## src/rtl/hash_pkg.sv

```systemverilog
// hash_pkg
// Shared definitions for the hash output path.
//   HASH_IO_WIDTH : default stream/RAM word width in bits.
//   HW_*          : state encoding of hash_out_mem_writer.
//   CLOG2         : ceiling log2, used for address and counter widths.
package hash_pkg;

  localparam int HASH_IO_WIDTH = 32;

  localparam logic [1:0] HW_IDLE  = 2'd0;
  localparam logic [1:0] HW_WRITE = 2'd1;
  localparam logic [1:0] HW_FORCE = 2'd2;
  localparam logic [1:0] HW_DONE  = 2'd3;

  // Ceiling log2; CLOG2(1) is 0, CLOG2(16) is 4, CLOG2(17) is 5.
  function automatic int CLOG2(input longint value);
    int     result;
    longint v;
    result = 0;
    v      = value - 1;
    while (v > 0) begin
      result = result + 1;
      v      = v >> 1;
    end
    return result;
  endfunction

endpackage

```

## src/rtl/hash_tail_mask.sv

```systemverilog
// hash_tail_mask
// Combinational mask generator for the last, partially filled digest word.
// Bits below 'rem' are kept and the rest are cleared. A remainder of zero
// means the word is full, so every bit is kept.
// Ports:
//   rem  : number of valid bits in the last word (0 = full word)
//   mask : per-bit keep mask
module hash_tail_mask
  import hash_pkg::*;
#(
  parameter int IO_WIDTH = HASH_IO_WIDTH
) (
  input  logic [CLOG2(IO_WIDTH)-1:0] rem,
  output logic [IO_WIDTH-1:0]        mask
);

  always_comb begin
    mask = '1;
    for (int i = 0; i < IO_WIDTH; i++) begin
      if ((rem != '0) && (i >= int'(rem))) begin
        mask[i] = 1'b0;
      end
    end
  end

endmodule

```

## src/rtl/hash_out_mem_writer.sv

```systemverilog
// hash_out_mem_writer
// Drains the SHAKE digest stream into a word-addressed RAM. Writes
// ceil(length/IO_WIDTH) words to consecutive addresses (wrapping modulo the
// RAM depth), then asks keccak_top to stop squeezing and pulses done.
//
// Optional feature macro: HASH_WR_ZERO_PAD_EN
//   defined   : unused tail bits of the last partial word are written as 0
//   undefined : the last word is written exactly as received
//
// Ports:
//   clk, rst          : clock, asynchronous active-low reset
//   i_start           : one-cycle start, only honoured in IDLE
//   i_output_length   : digest length in bits, captured on start
//   i_data_in / i_data_in_valid / o_data_in_ready : digest word stream
//   o_addr / o_wr_en / o_data_out : registered RAM write port
//   o_force_done / i_force_done_ack : squeeze-terminate handshake
//   o_busy            : high outside IDLE
//   o_done            : one-cycle completion pulse
module hash_out_mem_writer
  import hash_pkg::*;
#(
  parameter int IO_WIDTH      = HASH_IO_WIDTH,
  parameter int MAX_RAM_DEPTH = 16,
  parameter int MAX_OUT_SIZE  = 8388608
) (
  input  logic                             clk,
  input  logic                             rst,
  input  logic                             i_start,
  input  logic [IO_WIDTH-1:0]              i_output_length,
  input  logic [IO_WIDTH-1:0]              i_data_in,
  input  logic                             i_data_in_valid,
  output logic                             o_data_in_ready,
  output logic [CLOG2(MAX_RAM_DEPTH)-1:0]  o_addr,
  output logic                             o_wr_en,
  output logic [IO_WIDTH-1:0]              o_data_out,
  output logic                             o_force_done,
  input  logic                             i_force_done_ack,
  output logic                             o_busy,
  output logic                             o_done
);

  localparam int AW = CLOG2(MAX_RAM_DEPTH);
  localparam int LW = CLOG2(IO_WIDTH);
  localparam int CW = CLOG2(MAX_OUT_SIZE / IO_WIDTH) + 1;

  logic [1:0]          state;
  logic [CW-1:0]       count;
  logic [CW-1:0]       words;
  logic [CW-1:0]       count_next;
  logic [IO_WIDTH-1:0] words_full;
  logic                last_beat;
  logic                beat;
  logic [IO_WIDTH-1:0] wr_word;

  // Word count is the whole-word part of the length plus one for any
  // leftover bits; computed straight from the input so it is ready at start.
  assign words_full = (i_output_length >> LW) + IO_WIDTH'(|i_output_length[LW-1:0]);

  assign count_next = count + CW'(1);
  assign last_beat  = (count_next == words);
  assign beat       = (state == HW_WRITE) && i_data_in_valid;

  assign o_data_in_ready = (state == HW_WRITE);
  assign o_busy          = (state != HW_IDLE);

`ifdef HASH_WR_ZERO_PAD_EN
  logic [LW-1:0]       rem;
  logic [IO_WIDTH-1:0] tail_mask;

  // The remainder only matters for the final word of the digest.
  always_ff @(posedge clk or negedge rst) begin
    if (!rst) begin
      rem <= '0;
    end else if ((state == HW_IDLE) && i_start) begin
      rem <= i_output_length[LW-1:0];
    end
  end

  hash_tail_mask #(
    .IO_WIDTH(IO_WIDTH)
  ) u_tail_mask (
    .rem (rem),
    .mask(tail_mask)
  );

  assign wr_word = last_beat ? (i_data_in & tail_mask) : i_data_in;
`else
  assign wr_word = i_data_in;
`endif

  // Main controller. The RAM port and the handshake outputs are registered
  // here; write enable and done default low so they only pulse.
  always_ff @(posedge clk or negedge rst) begin
    if (!rst) begin
      state        <= HW_IDLE;
      count        <= '0;
      words        <= '0;
      o_addr       <= '0;
      o_wr_en      <= 1'b0;
      o_data_out   <= '0;
      o_force_done <= 1'b0;
      o_done       <= 1'b0;
    end else begin
      o_wr_en <= 1'b0;
      o_done  <= 1'b0;
      case (state)
        HW_IDLE: begin
          if (i_start) begin
            words  <= words_full[CW-1:0];
            count  <= '0;
            o_addr <= '0;
            if (words_full == '0) begin
              state        <= HW_FORCE;
              o_force_done <= 1'b1;
            end else begin
              state <= HW_WRITE;
            end
          end
        end
        HW_WRITE: begin
          if (beat) begin
            o_wr_en    <= 1'b1;
            o_addr     <= count[AW-1:0];
            o_data_out <= wr_word;
            count      <= count_next;
            if (last_beat) begin
              state        <= HW_FORCE;
              o_force_done <= 1'b1;
            end
          end
        end
        HW_FORCE: begin
          if (i_force_done_ack) begin
            o_force_done <= 1'b0;
            o_done       <= 1'b1;
            state        <= HW_DONE;
          end
        end
        HW_DONE: begin
          state <= HW_IDLE;
        end
        default: begin
          state <= HW_IDLE;
        end
      endcase
    end
  end

endmodule

```

## config.mk

```make
export PLATFORM = sky130hd
export DESIGN_NAME = hash_out_mem_writer
export DESIGN_NICKNAME = d
export VERILOG_FILES = /design/src/rtl/hash_pkg.sv /design/src/rtl/hash_tail_mask.sv /design/src/rtl/hash_out_mem_writer.sv
export SDC_FILE = /design/constraint.sdc
export NUM_CORES = 1
export LEC_CHECK = 0
export BUFFER_PORTS_ARGS = -buffer_cell sky130_fd_sc_hd__buf_2
export CORE_UTILIZATION = 59
export DETAILED_ROUTE_END_ITERATION = 6
export PLACE_DENSITY = 0.92
export SLEW_MARGIN = 15
export SYNTH_ARGS = -nofsm -noshare
export SYNTH_HDL_FRONTEND = slang
export SYNTH_HIERARCHICAL = 1
export SYNTH_SLANG_ARGS = --single-unit
```

## constraint.sdc

```tcl
create_clock -name clk -period 5.6 [get_ports clk]
set_input_delay 0.84 -clock clk [delete_from_list [all_inputs] [get_ports clk]]
set_output_delay 0.84 -clock clk [all_outputs]
set_load 0.005 [all_outputs]
```

==> results of run 1 <==
## logic make-up (layout without fill, tap and decap cells)
logic type / after synthesis / in the layout / synth area share
buffers and inverters: 42 / 141 / 0.0378
AND/OR/NAND/NOR: 161 / 161 / 0.190
XOR/XNOR: 47 / 47 / 0.0875
adder cells (fa/ha/maj): 7 / 7 / 0.0186
multiplexers: 43 / 43 / 0.103
AO/OA/AOI/OAI: 107 / 107 / 0.143
flip-flops: 79 / 79 / 0.420
## synthesized netlist by cell type (all sizes together) (3+ instances only)
| cell | n |
|---|---|
| mux2 | 39 |
| nand2 | 25 |
| mux2i | 4 |
| nor4 | 8 |
| xor2 | 13 |
| a21oi | 27 |
| ha | 7 |
| nor3 | 12 |
| clkbuf | 19 |
| o41ai | 3 |
| and4 | 7 |
| a22o | 5 |
| nand3 | 18 |
| nor2 | 45 |
| buf | 11 |
| inv | 12 |
| dfrtp | 79 |
| and3 | 6 |
| xnor2 | 34 |
| o21ai | 39 |
| a31oi | 6 |
| nand4 | 23 |
| o31ai | 7 |
| and2 | 6 |
## worst paths after layout
kind                                     from              to  slack [ps]  cells after the start
max                        i_output_length[3]    o_force_done        1880                     13
min                            o_data_out[10]  o_data_out[10]         510                      1
max reg2reg                          count[0]    o_force_done        2100                      9
min reg2reg                    o_data_out[10]  o_data_out[10]         510                      1
max in group asynchronous                 rst        state[0]        4370                      1
min in group asynchronous                 rst       o_addr[2]         630                      1
## state kept, by name, summed over array words and instances (netlist names)
| register | cells |
|---|---|
| count | 19 |
| o_addr | 4 |
| o_data_out | 32 |
| o_done | 1 |
| o_force_done | 1 |
| o_wr_en | 1 |
| state | 2 |
| words | 19 |
## routing by layer
layer	wire (um)	share of wire	GRT usage
met3	772	0.065	0.0511
met5	0	0	0
met4	461	0.039	0.167
met2	6040	0.51	0.513
met1	4650	0.39	0.355
## per-stage QoR
| step | worst slack (ps) | hold slack (ps) | power [mW] |
|---|---|---|---|
| finish | 1880 | 507 | 2.28 |
| global route | 1600 | 514 | 2.41 |
| CTS | 1900 | 508 | 2.27 |
| detailed placement | 1550 | 489 | 1.84 |
| global placement | 1690 | 481 | 1.76 |
| floorplan | 2010 | 470 | 1.50 |
## cells in the final DEF (no fill, tap or decap), types with 11 or more instances in the layout
| cell | n |
|---|---|
| inv_1 | 12 |
| mux2_2 | 38 |
| nor3_1 | 11 |
| nor2_1 | 45 |
| nand2_1 | 25 |
| dfrtp_1 | 79 |
| nand4_1 | 20 |
| buf_2 | 108 |
| xor2_1 | 13 |
| xnor2_1 | 34 |
| a21oi_1 | 27 |
| o21ai_0 | 37 |
| nand3_1 | 18 |
## worst max-delay path, stage by stage
cell and delay, ps:
buf_2 80, nor3_1 40, nand2_1 80, ha_1 210
ha_1 280, nand4_1 330, nor4_4 410, nand4_1 190
a2111oi_2 390, nand4_1 170, nor4_2 450, o221ai_2 170
mux2_4 320
## layout make-up
| type | instances | area (sq um) |
|---|---|---|
| Multi-Input combinational cell | 365 | 2550 |
| Fill cell | 542 | 2250 |
| Sequential cell | 79 | 1980 |
| Timing Repair Buffer | 113 | 578 |
| Tap cell | 102 | 128 |
| Clock buffer | 9 | 124 |
| Clock inverter | 7 | 80.1 |
| Inverter | 12 | 45.0 |
## report_power, final
part           switching [mW]  internal [mW]
combinational           0.468          0.450
clock                   0.220          0.212
sequential              0.143          0.783
total                   0.831           1.44
==> results.py, run 1 <==
metrics = {
    "outcome": {
        "outcome": "finished, final reports clean",
    },
    "detailed_routing": {
        "dr.pass1.iters": 6,
        "route.detailed.drc": 0,
        "wl_per_cell_um": 17.3,
        "ant_nets": 0,
        "drt_iter0_drc": 338,
        "vias": 4269,
        "via_per_inst": 6.21,
        "routed_wl_mm": 11.9,
    },
    "synthesis": {
        "yosys-top-cells-area": "dfrtp_1 42%, mux2_2 9.1%, xnor2_1 6.3%, o21ai_0 4.0%, nor2_1 3.6%",
        "synth_largest_area_cell": "dfrtp_1",
        "synth_top_cell_area_share": 0.420,
        "syn-num-nets": 562,
        "synth_seq_cells": 79,
        "synth_area_per_cell_sq_um": 9.68,
        "ys_seq_area_frac": 0.420,
        "synthFlopType": "dfrtp_1",
        "synth-edff-count": 0,
        "syn_area_sq_um": 4700,
        "ys_warn_count": 6,
        "synth.distinct_cells": 58,
        "postSynth.asyncResetShare": 1.00,
        "postSynthCellCount": 486,
    },
    "clock_network": {
        "clock_path_buffers": 2,
        "cts-root-buf": "clkbuf_8",
        "ctsHoldBuffers": 0,
        "cts_tree": "built",
        "clock-sinks": 79,
        "cts_made_buffers": 9,
        "clock_latency_ps": 360,
        "cts.clk_slew.worst_paths_ps": 90,
        "cts-resized-gates": 0,
        "post-cts-setup-buffer-count": 0,
        "htree_levels": 3,
    },
    "sta": {
        "drv_slew": 0,
        "fin_crit_sh": 0.665,
        "relSlewSlack": 0.236,
        "final.setup.tns_ps": 0,
        "finalCriticalPeriod_ps": 3720,
        "rsz0062_at_grt": "false",
        "setup_viol": 0,
        "worstMarginPinSlew_ps": 1140,
        "clock_skew_ps": 11.0,
        "max_freq_ghz": 0.269,
        "hold_violations": 0,
    },
    "placement": {
        "dpl_cell_area_sq_um": 5280,
        "numPortBuffers": 109,
        "dpl.hpwl_mm": 8.63,
        "dp.cells": 671,
        "place.gp.congestion": 0.921,
    },
    "floorplan": {
        "initial_core_util": 0.609,
        "die_w_um": 91.3,
        "boundaryPins": 110,
        "std_cell_rows": 32,
        "die_h_um": 91.3,
        "core_area_sq_um": 7730,
        "dieArea_sq_um": 8330,
    },
    "run": {
        "timing.max_cap.violations": 0,
    },
    "finish": {
        "syn_to_final_growth_pct": 16.5,
        "drive_above_1_share": 0.303,
        "fin_cells": 687,
        "final_util": 0.709,
        "fin_area_sq_um": 5480,
        "layout.nets": 656,
        "diodes": 0,
    },
    "global_route": {
        "track_usage": 0.298,
        "grt_max_degree": 80,
        "grt_pass1_vias": 4095,
        "antenna_found_initial": 0,
        "overflow": 0,
        "grt_pass1_wl_mm": 19.3,
    },
    "worst_setup_path": {
        "start_kind": "input port",
        "end_kind": "flip-flop",
        "required_ps": 5840,
        "crit_fanout": 7,
        "cp.arrival_ps": 3960,
        "crit_type": "input port to flip-flop",
    },
    "worst_hold_path": {
        "holdCritPathClass": "flip-flop to flip-flop",
    },
    "power_and_ir_drop": {
        "p_leak_nw": 2.34,
        "power_density_nw_per_um2": 415,
        "peakVddDrop_uv": 207,
    },
}
Note: power is estimated with default switching activity, not from simulation.
==> inputs of run 2 (changes only) <==
Settings changed: CORE_UTILIZATION 59 to 49, PLACE_DENSITY 0.92 to 0.83.
Clock period 5.6 ns to 3.34 ns, I/O delays scaled along.
==> results.py, run 2 (synthesis gave the netlist of run 1 again) <==
metrics = {
    "sta": {
        "drv_slew": 0,
        "rsz0062_at_grt": "false",
        "fin_crit_sh": 0.924,
        "worstMarginPinSlew_ps": 972,
        "final.setup.tns_ps": 0,
        "max_freq_ghz": 0.324,
        "finalCriticalPeriod_ps": 3090,
        "clock_skew_ps": 12.0,
        "relSlewSlack": 0.352,
        "setup_viol": 0,
        "hold_violations": 0,
    },
    "finish": {
        "mostFrequentLayoutCells": "108 x buf_2, 79 x dfrtp_1, 45 x nor2_1",
        "syn_to_final_growth_pct": 19.4,
        "layout_commonest_cell": "buf_2",
        "regMostFlops": "o_data_out",
        "diodes": 0,
        "largestRegisters": "o_data_out: 32 flops, count: 19 flops, words: 19 flops",
        "fin_area_sq_um": 5620,
        "layout.nets": 670,
        "largest_register_ffs": 32,
        "drive_above_1_share": 0.319,
    },
    "power_and_ir_drop": {
        "p_leak_nw": 2.42,
        "seq_power_share": 0.408,
        "p_int_mw": 2.43,
        "switchingPower_mw": 1.37,
        "pwr-share-comb": 0.399,
        "power_density_nw_per_um2": 676,
        "switching_share": 0.361,
        "clock_power_share": 0.193,
        "peakVddDrop_uv": 366,
    },
    "global_route": {
        "antenna_found_initial": 0,
        "overflow": 0,
        "track_usage": 0.229,
        "grt_pass1_vias": 3779,
        "grt_pass1_wl_mm": 18.3,
        "grt_max_degree": 80,
    },
    "worst_setup_path": {
        "crit_chain": "ha_1 -> and4_1 -> nand3_1 -> or4b_1 -> o211ai_1 -> mux2i_1 -> nor4_1 -> buf_4 -> o221ai_2 -> mux2_4",
        "start_kind": "flip-flop",
        "crit_type": "flip-flop to flip-flop",
        "end_kind": "flip-flop",
        "cp.arrival_ps": 3330,
        "setup.worst_path.start": "count[0]",
        "crit_fanout": 10,
        "max_stage_delay_ps": 500,
        "slowest_stage": "or4b_1",
        "r2r_start": "count[0]",
        "required_ps": 3590,
    },
    "clock_network": {
        "cts_made_buffers": 9,
        "cts_tree": "built",
        "cts-root-buf": "clkbuf_8",
        "cts.clk_slew.worst_paths_ps": 90,
        "cts-resized-gates": 0,
        "ctsHoldBuffers": 0,
        "post-cts-setup-buffer-count": 0,
        "clock-sinks": 79,
        "htree_levels": 3,
        "clock_latency_ps": 360,
        "clock_path_buffers": 2,
    },
    "floorplan": {
        "boundaryPins": 110,
        "die_h_um": 100,
        "dieArea_sq_um": 9990,
        "initial_core_util": 0.507,
        "std_cell_rows": 35,
        "die_w_um": 100,
        "core_area_sq_um": 9280,
    },
    "detailed_routing": {
        "wl_per_cell_um": 15.5,
        "route.detailed.drc": 0,
        "routed_wl_mm": 11.3,
        "ant_nets": 0,
        "dr.pass1.iters": 5,
        "vias": 4073,
        "via_per_inst": 5.59,
        "drt_iter0_drc": 170,
    },
    "run": {
        "timing.max_cap.violations": 0,
    },
    "placement": {
        "dpl_cell_area_sq_um": 5420,
        "place.gp.congestion": 0.876,
        "numPortBuffers": 109,
        "dpl.hpwl_mm": 8.53,
    },
    "worst_hold_path": {
        "holdCritPathClass": "input port to asynchronous set/reset pin",
    },
    "outcome": {
        "outcome": "finished, final reports clean",
    },
}
-- run 2: cell count changes in the layout (fill, tap and decap cells not counted) --
cell | before | now
inv_8 | 1 | 0
buf_4 | 5 | 19
clkinvlp_4 | 1 | 0
inv_6 | 2 | 3
clkinv_4 | 1 | 2
-- run 2: critical path, delay by kind of cell (launching register included) --
family	cells	cell delay, ps
mux	2	390
simple gates	4	1330
flops	1	460
fa+ha+maj	1	390
compound gates	2	210
buf+inv	1	190
-- run 2: stage by stage --
| stage | total power [mW] | std cells | hold WS, ps | setup WS, ps | utilization |
|---|---|---|---|---|---|
| global placement | 2.99 | 712 | 481 | 48.6 | 0.583 |
| finish | 3.80 | 728 | 306 | 253 | 0.605 |
| CTS | 3.81 | 728 | 335 | 238 | 0.605 |
| floorplan | 2.51 | 486 | 205 | 90.3 | - |
| detailed placement | 3.09 | 712 | 488 | -14.2 | 0.583 |
| global route | 4.05 | 728 | 358 | 27.7 | 0.605 |
-- run 2: routing by layer --
layer	track usage	part of all wire	vias to the layer above
li1	-	-	2001
met1	0.299	0.44	1916
met2	0.394	0.49	130
met3	0.0272	0.043	26
met4	0.0825	0.023	0
met5	0	0	-
-- run 2: layout make-up --
cell class	count	area, sq um
timing repair buffer	127	683
fill	794	3670
inverter	12	45.0
multi-input combinational	365	2550
tap	129	161
sequential	79	1980
clock inverter	7	78.8
clock buffer	9	124
-- run 2: final timing paths --
check                      cells after the start  slack (ps)             end
min                                            1         310  o_data_out[19]
max in group asynchronous                      1        2420        count[5]
min reg2reg                                    1         500  o_data_out[15]
max reg2reg                                   10         250    o_force_done
max                                           10         250    o_force_done
min in group clk                               2         370  o_data_out[19]
-- run 2: power by group through the flow --
stage / sequential, mW / clock [mW] / combinational [mW]
final: 1.55 / 0.731 / 1.52
after global routing: 1.60 / 0.778 / 1.67
after CTS: 1.55 / 0.739 / 1.52
after detailed placement: 1.57 / 0 / 1.52
after global placement: 1.54 / 0 / 1.45
after floorplan: 1.54 / 0 / 0.970
==> inputs of run 3 (changes only) <==
Settings changed: CAP_MARGIN set to 20, PLACE_DENSITY 0.83 to 0.74, SKIP_CTS_REPAIR_TIMING set to 1.
==> results.py, run 3 (synthesis gave the netlist of run 1 again) <==
metrics = {
    "clock_network": {
        "cts-root-buf": "clkbuf_8",
        "htree_levels": 3,
        "cts_tree": "built",
        "cts_made_buffers": 9,
        "cts.clk_slew.worst_paths_ps": 90,
        "clock_path_buffers": 2,
        "clock_latency_ps": 360,
        "clock-sinks": 79,
    },
    "sta": {
        "fin_crit_sh": 0.921,
        "hold_violations": 0,
        "rsz0062_at_grt": "false",
        "max_freq_ghz": 0.325,
        "worstMarginPinSlew_ps": 972,
        "drv_slew": 0,
        "setup_viol": 0,
        "finalCriticalPeriod_ps": 3080,
        "timing.final.ws_setup_ps": 264,
        "clock_skew_ps": 16.3,
        "final.setup.tns_ps": 0,
        "relSlewSlack": 0.352,
    },
    "placement": {
        "dpl.hpwl_mm": 8.42,
        "post-place-ws_ps": 12.9,
        "dpl_cell_area_sq_um": 5410,
        "numPortBuffers": 109,
        "place.gp.congestion": 0.892,
    },
    "worst_setup_path": {
        "setup.worst_path.start": "count[0]",
        "crit_type": "flip-flop to flip-flop",
        "start_kind": "flip-flop",
        "r2r_cells": 10,
        "cp.arrival_ps": 3330,
        "crit_fanout": 10,
        "rr_endpoint": "o_force_done",
        "r2r_start": "count[0]",
        "end_kind": "flip-flop",
        "reg2reg_slack_ps": 260,
        "required_ps": 3590,
    },
    "floorplan": {
        "boundaryPins": 110,
        "die_w_um": 100,
        "die_h_um": 100,
        "dieArea_sq_um": 9990,
        "initial_core_util": 0.507,
        "std_cell_rows": 35,
        "core_area_sq_um": 9280,
    },
    "global_route": {
        "track_usage": 0.229,
        "grt_pass1_vias": 3878,
        "antenna_found_initial": 0,
        "overflow": 0,
        "grt_pass1_wl_mm": 18.3,
        "grt_max_degree": 80,
    },
    "power_and_ir_drop": {
        "clock_power_share": 0.180,
        "seq_power_share": 0.415,
        "p_int_mw": 2.37,
        "switchingPower_mw": 1.33,
        "p_leak_nw": 2.40,
        "switching_share": 0.360,
        "power_density_nw_per_um2": 661,
        "peakVddDrop_uv": 288,
        "pwr-share-comb": 0.405,
    },
    "detailed_routing": {
        "drt_iter0_drc": 190,
        "routed_wl_mm": 11.2,
        "via_per_inst": 5.57,
        "vias": 4046,
        "ant_nets": 0,
        "route.detailed.drc": 0,
        "dr.pass1.iters": 4,
        "wl_per_cell_um": 15.4,
    },
    "finish": {
        "layout_commonest_cell": "buf_2",
        "largestRegisters": "o_data_out: 32 flops, count: 19 flops, words: 19 flops",
        "mostFrequentLayoutCells": "108 x buf_2, 79 x dfrtp_1, 45 x nor2_1",
        "drive_above_1_share": 0.318,
        "diodes": 0,
        "layout.nets": 669,
        "final_util": 0.603,
        "largest_register_ffs": 32,
        "regMostFlops": "o_data_out",
        "fin_area_sq_um": 5600,
        "syn_to_final_growth_pct": 19.0,
    },
    "outcome": {
        "outcome": "finished, final reports clean",
    },
    "run": {
        "timing.max_cap.violations": 0,
    },
    "worst_hold_path": {
        "holdCritPathClass": "input port to asynchronous set/reset pin",
    },
}
run 3: cell count changes in the layout (fill, tap and decap cells not counted):
cell | before | now
buf_4 | 19 | 18
clkbuf_8 | 9 | 10
bufinv_16 | 1 | 0
clkinv_4 | 2 | 3
inv_6 | 3 | 2
clkinvlp_4 | 0 | 1
clkinv_2 | 1 | 0
run 3: worst max path at each step:
stage	endpoint	slack (ps)	cells past startpoint
2_1_floorplan	o_force_done	90	13
3_3_place_gp	o_force_done	50	14
3_5_place_dp	o_force_done	10	13
4_1_cts	o_force_done	260	10
5_1_grt	o_force_done	50	10
6_report	o_force_done	260	10
run 3: stage by stage:
stage	power (mW)	hold WS [ps]	std cells
floorplan	2.51	205	486
global placement	3.00	482	711
detailed placement	3.07	486	711
CTS	3.73	337	727
global route	3.97	348	727
finish	3.70	296	727
run 3: worst max-delay path, cell delays in order (launching register included):
cell and delay, ps:
dfrtp_1 470, ha_1 400, nand4_1 310, nor2_1 320
and4_1 300, xnor2_1 150, nand4_1 110, nor4_1 310
buf_4 190, o221ai_2 100, mux2_4 310
run 3: area by class of cell:
type	count	area, sq um
Clock buffer	10	138
Inverter	12	45.0
Clock inverter	6	51.3
Fill cell	814	3690
Multi-Input combinational cell	365	2550
Tap cell	129	161
Sequential cell	79	1980
Timing Repair Buffer	126	676
run 3: power by group through the flow:
stage / registers, mW / logic, mW / clock network [mW]
6_report: 1.54 / 1.50 / 0.667
2_1_floorplan: 1.54 / 0.970 / 0
3_3_place_gp: 1.53 / 1.46 / 0
3_5_place_dp: 1.56 / 1.51 / 0
4_1_cts: 1.54 / 1.51 / 0.678
5_1_grt: 1.58 / 1.66 / 0.724
run 3: metal layers:
metal | vias up | part of all wire | track usage
li1 | 1991 | - | -
met1 | 1922 | 0.45 | 0.299
met2 | 117 | 0.49 | 0.384
met3 | 16 | 0.041 | 0.0404
met4 | 0 | 0.018 | 0.0792
met5 | - | 0 | 0
